==> config.mk <==
export PLATFORM = sky130hd
export DESIGN_NAME = muldiv_unit
export DESIGN_NICKNAME = d
export VERILOG_FILES = /design/src/rtl/muldiv_pkg.sv /design/src/rtl/muldiv_sign_fix.sv /design/src/rtl/muldiv_unit.sv
export SDC_FILE = /design/constraint.sdc
export NUM_CORES = 1
export LEC_CHECK = 0
export ABC_CLOCK_PERIOD_IN_PS = 8200
export CAP_MARGIN = 20
export CORE_MARGIN = 1.5
export CORE_UTILIZATION = 35
export CTS_CLUSTER_DIAMETER = 40
export DETAILED_ROUTE_END_ITERATION = 8
export PLACE_DENSITY_LB_ADDON = 0.2
export SLEW_MARGIN = 20
export SYNTH_ARGS = -nofsm -noshare
export SYNTH_HDL_FRONTEND = slang
export SYNTH_HIERARCHICAL = 1
export SYNTH_SLANG_ARGS = --single-unit
==> constraint.sdc <==
create_clock -name clk -period 8.2 [get_ports clk]
set_clock_uncertainty 0.2 [all_clocks]
set_input_delay 0.82 -clock clk [delete_from_list [all_inputs] [get_ports clk]]
set_output_delay 0.82 -clock clk [all_outputs]
set_load 0.03 [all_outputs]
==> src/rtl/muldiv_pkg.sv <==
// Shared op/state encodings and op-decode helpers for the iterative multiply/divide unit.
package muldiv_pkg;

    localparam logic [1:0] OP_MULT  = 2'b00;
    localparam logic [1:0] OP_MULTU = 2'b01;
    localparam logic [1:0] OP_DIV   = 2'b10;
    localparam logic [1:0] OP_DIVU  = 2'b11;

    typedef enum logic [1:0] {
        IDLE = 2'd0,
        CALC = 2'd1,
        FIX  = 2'd2,
        DONE = 2'd3
    } state_e;

    function automatic logic op_is_div(input logic [1:0] op);
        return (op == OP_DIV) || (op == OP_DIVU);
    endfunction

    function automatic logic op_is_signed(input logic [1:0] op);
        return (op == OP_MULT) || (op == OP_DIV);
    endfunction

endpackage

==> src/rtl/muldiv_sign_fix.sv <==
// Conditional two's-complement negate of a hi/lo pair, either as one 2*WIDTH value
// (pair_i=1, controlled by neg_hi_i) or as two independent WIDTH values.
module muldiv_sign_fix #(
    parameter int unsigned WIDTH = 32
) (
    input  logic [WIDTH-1:0] hi_i,
    input  logic [WIDTH-1:0] lo_i,
    input  logic             neg_hi_i,
    input  logic             neg_lo_i,
    input  logic             pair_i,
    output logic [WIDTH-1:0] hi_o,
    output logic [WIDTH-1:0] lo_o
);

    logic [2*WIDTH-1:0] pair_neg;

    assign pair_neg = -{hi_i, lo_i};

    always_comb begin
        if (pair_i) begin
            {hi_o, lo_o} = neg_hi_i ? pair_neg : {hi_i, lo_i};
        end else begin
            hi_o = neg_hi_i ? -hi_i : hi_i;
            lo_o = neg_lo_i ? -lo_i : lo_i;
        end
    end

endmodule

==> src/rtl/muldiv_unit.sv <==
// Iterative signed/unsigned multiply (shift-add) and restoring divide producing HI/LO.
// Optional build macro MULDIV_EARLY_TERM_EN: multiplies stop once remaining multiplier bits are zero.
module muldiv_unit
    import muldiv_pkg::*;
#(
    parameter int unsigned WIDTH = 32,
    parameter int unsigned CW    = $clog2(WIDTH + 1)
) (
    input  logic             clk,
    input  logic             reset,
    input  logic             start,
    input  logic [1:0]       op,
    input  logic [WIDTH-1:0] a,
    input  logic [WIDTH-1:0] b,
    output logic [WIDTH-1:0] hi,
    output logic [WIDTH-1:0] lo,
    output logic             busy,
    output logic             ready,
    output logic             div_zero
);

    state_e               state_q, state_d;
    logic [1:0]           op_q, op_d;
    logic [CW-1:0]        cnt_q, cnt_d;
    logic [2*WIDTH-1:0]   opa_q, opa_d;
    logic [WIDTH-1:0]     opb_q, opb_d;
    logic [2*WIDTH-1:0]   acc_q, acc_d;
    logic                 neg_hi_q, neg_hi_d, neg_lo_q, neg_lo_d;
    logic                 dz_q, dz_d;
    logic [WIDTH-1:0]     hi_q, hi_d, lo_q, lo_d;
    logic                 busy_q, busy_d, ready_q, ready_d, div_zero_q, div_zero_d;

    logic [WIDTH-1:0]     a_abs, b_abs, res_hi, res_lo, fix_hi_in, fix_lo_in;
    logic                 sgn, xor_msb, res_is_mul, early_done;
    logic [WIDTH:0]       rem_shift, div_diff, div_rem;

    assign sgn     = op_is_signed(op);
    assign xor_msb = a[WIDTH-1] ^ b[WIDTH-1];

    muldiv_sign_fix #(.WIDTH(WIDTH)) u_abs (
        .hi_i     (a),
        .lo_i     (b),
        .neg_hi_i (sgn & a[WIDTH-1]),
        .neg_lo_i (sgn & b[WIDTH-1]),
        .pair_i   (1'b0),
        .hi_o     (a_abs),
        .lo_o     (b_abs)
    );

    // Multiply corrects the full 2W product; divide corrects remainder and quotient separately.
    assign res_is_mul = ~op_is_div(op_q);
    assign fix_hi_in  = res_is_mul ? acc_q[2*WIDTH-1:WIDTH] : acc_q[WIDTH-1:0];
    assign fix_lo_in  = res_is_mul ? acc_q[WIDTH-1:0] : opa_q[WIDTH-1:0];

    muldiv_sign_fix #(.WIDTH(WIDTH)) u_res (
        .hi_i     (fix_hi_in),
        .lo_i     (fix_lo_in),
        .neg_hi_i (neg_hi_q),
        .neg_lo_i (neg_lo_q),
        .pair_i   (res_is_mul),
        .hi_o     (res_hi),
        .lo_o     (res_lo)
    );

    // Restoring step: a clear top bit of the difference means the divisor fit.
    assign rem_shift = {acc_q[WIDTH-1:0], opa_q[WIDTH-1]};
    assign div_diff  = rem_shift - {1'b0, opb_q};
    assign div_rem   = div_diff[WIDTH] ? rem_shift : div_diff;

`ifdef MULDIV_EARLY_TERM_EN
    assign early_done = res_is_mul && (opb_q[WIDTH-1:1] == '0);
`else
    assign early_done = 1'b0;
`endif

    always_comb begin
        state_d  = state_q;
        op_d     = op_q;
        cnt_d    = cnt_q;
        opa_d    = opa_q;
        opb_d    = opb_q;
        acc_d    = acc_q;
        neg_hi_d = neg_hi_q;
        neg_lo_d = neg_lo_q;
        dz_d     = dz_q;
        hi_d     = hi_q;
        lo_d     = lo_q;
        case (state_q)
            IDLE: begin
                if (start) begin
                    op_d = op;
                    dz_d = 1'b0;
                    if (op_is_div(op) && (b == '0)) begin
                        dz_d    = 1'b1;
                        state_d = DONE;
                    end else begin
                        state_d  = CALC;
                        cnt_d    = CW'(WIDTH);
                        acc_d    = '0;
                        opa_d    = {{WIDTH{1'b0}}, a_abs};
                        opb_d    = b_abs;
                        neg_hi_d = op_is_div(op) ? (sgn & a[WIDTH-1]) : (sgn & xor_msb);
                        neg_lo_d = sgn & xor_msb;
                    end
                end
            end
            CALC: begin
                cnt_d = cnt_q - CW'(1);
                if (op_is_div(op_q)) begin
                    acc_d             = '0;
                    acc_d[WIDTH:0]    = div_rem;
                    opa_d[WIDTH-1:0]  = {opa_q[WIDTH-2:0], ~div_diff[WIDTH]};
                end else begin
                    if (opb_q[0]) begin
                        acc_d = acc_q + opa_q;
                    end
                    opa_d = opa_q << 1;
                    opb_d = opb_q >> 1;
                end
                if ((cnt_q == CW'(1)) || early_done) begin
                    state_d = FIX;
                end
            end
            FIX: begin
                hi_d    = res_hi;
                lo_d    = res_lo;
                state_d = DONE;
            end
            DONE:    state_d = IDLE;
            default: state_d = IDLE;
        endcase
        busy_d     = (state_q == CALC) || (state_q == FIX);
        ready_d    = (state_q == DONE);
        div_zero_d = (state_q == DONE) && dz_q;
    end

    always_ff @(posedge clk or posedge reset) begin
        if (reset) begin
            state_q    <= IDLE;
            op_q       <= OP_MULT;
            cnt_q      <= '0;
            opa_q      <= '0;
            opb_q      <= '0;
            acc_q      <= '0;
            neg_hi_q   <= 1'b0;
            neg_lo_q   <= 1'b0;
            dz_q       <= 1'b0;
            hi_q       <= '0;
            lo_q       <= '0;
            busy_q     <= 1'b0;
            ready_q    <= 1'b0;
            div_zero_q <= 1'b0;
        end else begin
            state_q    <= state_d;
            op_q       <= op_d;
            cnt_q      <= cnt_d;
            opa_q      <= opa_d;
            opb_q      <= opb_d;
            acc_q      <= acc_d;
            neg_hi_q   <= neg_hi_d;
            neg_lo_q   <= neg_lo_d;
            dz_q       <= dz_d;
            hi_q       <= hi_d;
            lo_q       <= lo_d;
            busy_q     <= busy_d;
            ready_q    <= ready_d;
            div_zero_q <= div_zero_d;
        end
    end

    assign hi       = hi_q;
    assign lo       = lo_q;
    assign busy     = busy_q;
    assign ready    = ready_q;
    assign div_zero = div_zero_q;

endmodule

* Yosys cells after proc, flatten, opt, wreduce, memory -nomap -nowiden
Cells that the tools add are included.
Word-level totals: bits in registers 240, latch bits 0, RAM bits 0, bits in read-only memories 0, output and inout bits 67, logic and storage cells 91, memories kept 0
Operators by class: add/subtract/negate cells 8, $mul 0, div/mod/pow operators 0, order comparisons 0, equal/unequal tests 13, shifts and indexed selects 0, multiplexer cells 33, bitwise logic cells 6, reduce and logical (&&, ||, !) cells 16
Operators by type and width (count):
- $mux 64 | 7
- $mux 32 | 12
- $pmux 64 s2 | 2
- $neg 32->32 | 4
- $add 64x64->64 | 1
- $neg 64->64 | 1
- $pmux 32 s2 | 1
- $mux 33 | 1
- $sub 33x32->33 | 1
- $logic_not 32->1 | 1
- $eq 2x2->1 const B | 6
- $mux 6 | 2
- $pmux 6 s2 | 1
- $ne 2x2->1 const B | 4
- $pmux 2 s4 | 1
- $reduce_and 4->1 | 2
- $eq 6x1->1 const B | 1
- $mux 2 | 3
- $reduce_and 3->1 | 2
- $sub 6x1->6 const B | 1
- $logic_not 2->1 | 2
- $logic_or 1x1->1 | 4
- $reduce_and 2->1 | 2
- $and 1x1->1 | 3
- 7 further kinds | 11

* Logic depth before layout (Yosys ltp)
depth after elaboration 7, mapped depth 21, gate-level depth less buffers 20

* Hierarchy
The synthesis kept the hierarchy.
By module, submodules not included:
- muldiv_unit | times used 1, cells an instance 1696, area each 16081.7 µm², sequential area each 5980.7 µm²
- muldiv_sign_fix at u_abs | times used 1, cells an instance 233, area each 1581.5 µm², sequential area each 0.0 µm²
- muldiv_sign_fix at u_res | times used 1, cells an instance 220, area each 1539.0 µm², sequential area each 0.0 µm²

* Worst setup path before layout
No wires, ideal clock.
path type reg-to-reg, start register opa_q[31], end register acc_q[5], arrival time 4.078 ns, setup slack 3.788 ns, stages on the path, launching flop included 20, buffers on the path 2, period minus slack after synthesis 4.412 ns, cell sequence dfrtp_1 > inv_1 > ha_1 > fa_1 > nor2b_1 > o21ai_0 > a21boi_0 > o211ai_1 > nor2b_1 > a211oi_1 > o32a_1 > nand3_1 > a311o_1 > o21ai_0 > ha_1 > clkbuf_1 > buf_1 > mux2_2 > a21oi_1 > o21ai_0
Between the ends: word-level cells in the longest chain between the ends 4
Ends and longest elaborated chain:
- start, declared | RTL line muldiv_unit.sv:25 | logic [2*WIDTH-1:0] opa_q, opa_d;
- start signal, assigned | RTL line muldiv_unit.sv:157 | opa_q <= opa_d;
- $sub 33x32->33 | RTL line muldiv_unit.sv:67 | assign div_diff = rem_shift - {1'b0, opb_q};
- $mux 33 | RTL line muldiv_unit.sv:68 | assign div_rem = div_diff[WIDTH] ? rem_shift : div_diff;
- $mux 64 | RTL line muldiv_unit.sv:109 | if (op_is_div(op_q)) begin
- $pmux 64 s2 | RTL line muldiv_unit.sv:88 | case (state_q)
- end signal, assigned | RTL line muldiv_unit.sv:144 | acc_q <= '0;
- end signal, assigned | RTL line muldiv_unit.sv:159 | acc_q <= acc_d;
- end, declared | RTL line muldiv_unit.sv:27 | logic [2*WIDTH-1:0] acc_q, acc_d;
No other way between the ends. A chain may end at the register's enable or synchronous reset.

* Worst setup path after layout
start register opa_q[31], end register acc_q[26]
Same word-level chain as after synthesis.

==> metrics.md <==
| Metric | Value |
|---|---|
| Critical path's top delay family | `compound AO/OA/AOI/OAI gates` |
| Hold Crit Class | `reg2reg` |
| Clock Pin Slew Worst Setup and Hold Paths | `0.05 ns` |
| Drt first-iter violations | `1215` |
| WP data arrival | `5.42 ns` |
| Fraction of layout cells with a size suffix above 1 | `13.0%` |
| Largest cells by area after synthesis | `dfrtp_1 31%, mux2_2 7.8%, ha_1 6.9%` |
| Initial Utilization | `35.5%` |
| Fmax | `0.196 GHz` |
| Worst r2r src | `opa_q[31]` |
| Initial antenna violation count | `1` |
| Status | `complete, but fails checks` |
| Largest net degree at the start of global routing | `108` |
| Async SR Flop Fraction | `100%` |
| Io pins | `136` |
| DRT antenna net count | `0` |
| Fin crit period | `5.11 ns` |
| Maximum VDD drop | `183 µV` |
| Diode count | `0` |
| Clk_lat worst skew | `0.60 ns` |
| Max-slew violations | `15` |
| Core Util, Final | `42.4%` |
| Setup crit start kind | `flip-flop` |
| Seq/Total Area, Yosys | `31.1%` |
| Grt total ovfl | `0` |
| Routability congestion estimate | `0.910` |
| WL final | `64.6 mm` |
| EDFF count, synth | `0` |
| DRC | `0` |
| DP Area | `0.0212 mm²` |
| Syn. warnings | `6` |
| Failing checks | `slew limit` |
| Post-Route Setup TNS | `0 ns` |
| Most used cell, CP | `o21ai_0` |
| Synth Flop Type | `dfrtp_1` |
| CP Data Required Time | `8.51 ns` |
| Maxcap violations | `0` |
| CTS Buffer Depth | `3` |
| Die area | `0.0563 mm²` |
| Worst path max stage delay | `0.53 ns` |
| Commonest non-fill, non-tap cells in the layout | `238 x dfrtp_1, 208 x nand2_1, 181 x o21ai_0, 143 x xnor2_1, 135 x clkdlybuf4s50_1` |
| Most common cell after layout, fill and taps aside | `dfrtp_1` |
| Max FO, Critical Path | `17` |
| Worst slew pin tran | `1.61 ns` |
| Non-Filler Cell Area, Final | `0.0229 mm²` |
| First-pass GRT wire length | `98.8 mm` |
| Avg WL per Cell | `21.6 µm` |
| Syn avg cell area | `8.94 µm²` |
| RSZ-0062 raised after global routing | `false` |
| PostCTS Resize Cnt | `0` |
| Leakage power figure | `0.00991 µW` |
| Num Clock Sinks | `239` |
| Worst-path cell chain | `inv_1 -> ha_1 -> fa_1 -> nor2b_1 -> o21ai_0 -> a21boi_0 -> o211ai_1 -> nor2b_1 -> a211oi_1 -> o32a_1 -> nand3_1 -> a311o_1 -> o21ai_0 -> ha_1 -> clkinv_1 -> nor2_1 -> a221oi_1 -> o21ai_0` |
| Cell area after synthesis | `0.0192 mm²` |
| Final Hold Vio Count | `0` |
| Dpl cells | `2904` |
| Layout Cells excl Fill | `2988` |
| Root Driver | `clkbuf_16` |
| Hold Crit Start | `dz_q` |
| DR vias | `17000` |
| Setup bufs post-CTS | `0` |
| P&R area growth vs syn | `19.2%` |
| R2R setup slack | `3.09 ns` |
| TritonCTS Buffers | `46` |
| Hold EP | `div_zero` |
| Endpoint type of the worst setup path | `flip-flop` |
| Crit-path slowest cell | `dfrtp_1` |
| TritonRoute pass-1 iters | `5` |
| Vias per inst | `5.69` |
| Site row count | `85` |
| Crit Path Class | `reg2reg` |
| #FFs+latches synth | `239` |
| Hold Crit Depth | `1` |
| Final period util | `62.4%` |
| Fillers | `5324` |
| Port Buffers | `135` |
| Die width | `237 µm` |
| H-tree depth | `2` |
| R2r endpoint | `acc_q[26]` |
| HPWL after DPL | `49.3 mm` |
| Hold Buf Count CTS | `0` |
| Power Density | `402 mW/mm²` |
| Top-area cell type share of the netlist area | `31.1%` |
| Die height | `237 µm` |
| Synth area leader | `dfrtp_1` |
| Buf+Inv Stages, Crit Path | `2` |
| Core Area | `0.0540 mm²` |
| Setup violators final | `0` |
| Worst R2R Path Depth | `18` |
| Count of cell types in the netlist | `97` |
| Final #Nets | `2433` |
| Gr usage total | `22.6%` |
| Relative slew slack | `-7.95%` |
| CTS tree | `built` |
| Vias in the first global route | `16700` |
| Post-Syn Instances | `2149` |
## logic make-up after synthesis
logic type,count (synthesis),synth area share [%]
buf+inv,186,3.79
compound gates,644,22.5
flops,239,31.1
mux,209,11.8
other cells,1,0.0195
simple gates,561,14.5
xor+xnor,201,9.17
fa+ha+maj,108,7.12
## area by class of cell
type	instances	area [µm²]	share of cell area (%)
Multi-Input combinational cell	1729	12600	55.0
Sequential cell	239	5980	26.2
Timing Repair Buffer	154	1490	6.53
Clock buffer	50	1200	5.23
Tap cell	696	871	3.81
Clock inverter	34	433	1.89
Inverter	86	330	1.44
## state kept, by name, indices dropped and copies added (netlist names), 2 cells and up
register and count:
cnt_q 6, opa_q 64, hi 32, acc_q 64, opb_q 32, state_q 2
lo 32
## metal layers
layer	up-vias	wire length [µm]	GRT usage (%)
met5	-	13	0
li1	8152	-	-
met2	468	30900	38.3
met3	123	3350	3.90
met4	2	2230	8.18
met1	8264	28200	28.9
## how the worst max path moves through the flow
stage	startpoint	end	slack (ns)	cells after the start
final	opa_q[31]	acc_q[26]	3.09	18
after global routing	opa_q[31]	acc_q[26]	2.62	18
after CTS	opa_q[31]	acc_q[26]	3.10	18
after detailed placement	opa_q[31]	acc_q[26]	3.09	18
after global placement	opa_q[31]	acc_q[26]	3.21	18
after floorplan	reset	acc_q[0]	0.62	1
## worst reg2reg max path, stage by stage, from the launching register on
cell and delay, ns:
dfrtp_1 0.53, inv_1 0.09, ha_1 0.22, fa_1 0.39, nor2b_1 0.15, o21ai_0 0.11, a21boi_0 0.34, o211ai_1 0.12
nor2b_1 0.18, a211oi_1 0.30, o32a_1 0.29, nand3_1 0.13, a311o_1 0.32, o21ai_0 0.21, ha_1 0.17, clkinv_1 0.46
nor2_1 0.50, a221oi_1 0.16, o21ai_0 0.19
## cells in the mapped netlist (5+ instances only)
| cell type | number |
|---|---|
| dfrtp_1 | 239 |
| nand2_1 | 208 |
| o21ai_0 | 182 |
| xnor2_1 | 143 |
| mux2_2 | 133 |
| a21oi_1 | 131 |
| ha_1 | 106 |
| nor2_1 | 99 |
| inv_1 | 83 |
| clkbuf_1 | 78 |
| mux2i_1 | 76 |
| xor2_1 | 58 |
| o31ai_1 | 47 |
| a21o_1 | 46 |
| nand3_1 | 46 |
| a22o_1 | 45 |
| nor3_1 | 37 |
| nand4_1 | 20 |
| o41ai_1 | 20 |
| a31oi_1 | 19 |
| and2_1 | 18 |
| o21bai_1 | 18 |
| or3_1 | 18 |
| nor2b_1 | 17 |
| o211ai_1 | 17 |
| nand2b_1 | 15 |
| nor4_1 | 15 |
| o21a_1 | 15 |
| and3_1 | 13 |
| or4_1 | 13 |
| buf_1 | 12 |
| a211oi_1 | 9 |
| o221ai_1 | 8 |
| o21ai_1 | 7 |
| or2_2 | 7 |
| o22ai_1 | 6 |
| o41ai_2 | 6 |
| a32o_1 | 5 |
| a41oi_1 | 5 |
| buf_2 | 5 |
## power breakdown
part / total [µW] / switching [µW] / internal (µW)
Clock: 1980 / 735 / 1240
Combinational: 5150 / 3100 / 2050
Sequential: 2070 / 519 / 1550
## stage by stage
stage          worst slack (ns)  total power (µW)  hold slack, ns
2_1_floorplan             0.620              5580           0.253
3_3_place_gp               3.21              7130           0.283
3_5_place_dp               3.09              7200           0.278
4_1_cts                    3.10              9220           0.294
5_1_grt                    2.62              9800           0.322
6_report                   3.09              9190           0.295
(Power assumes the default switching activity.)
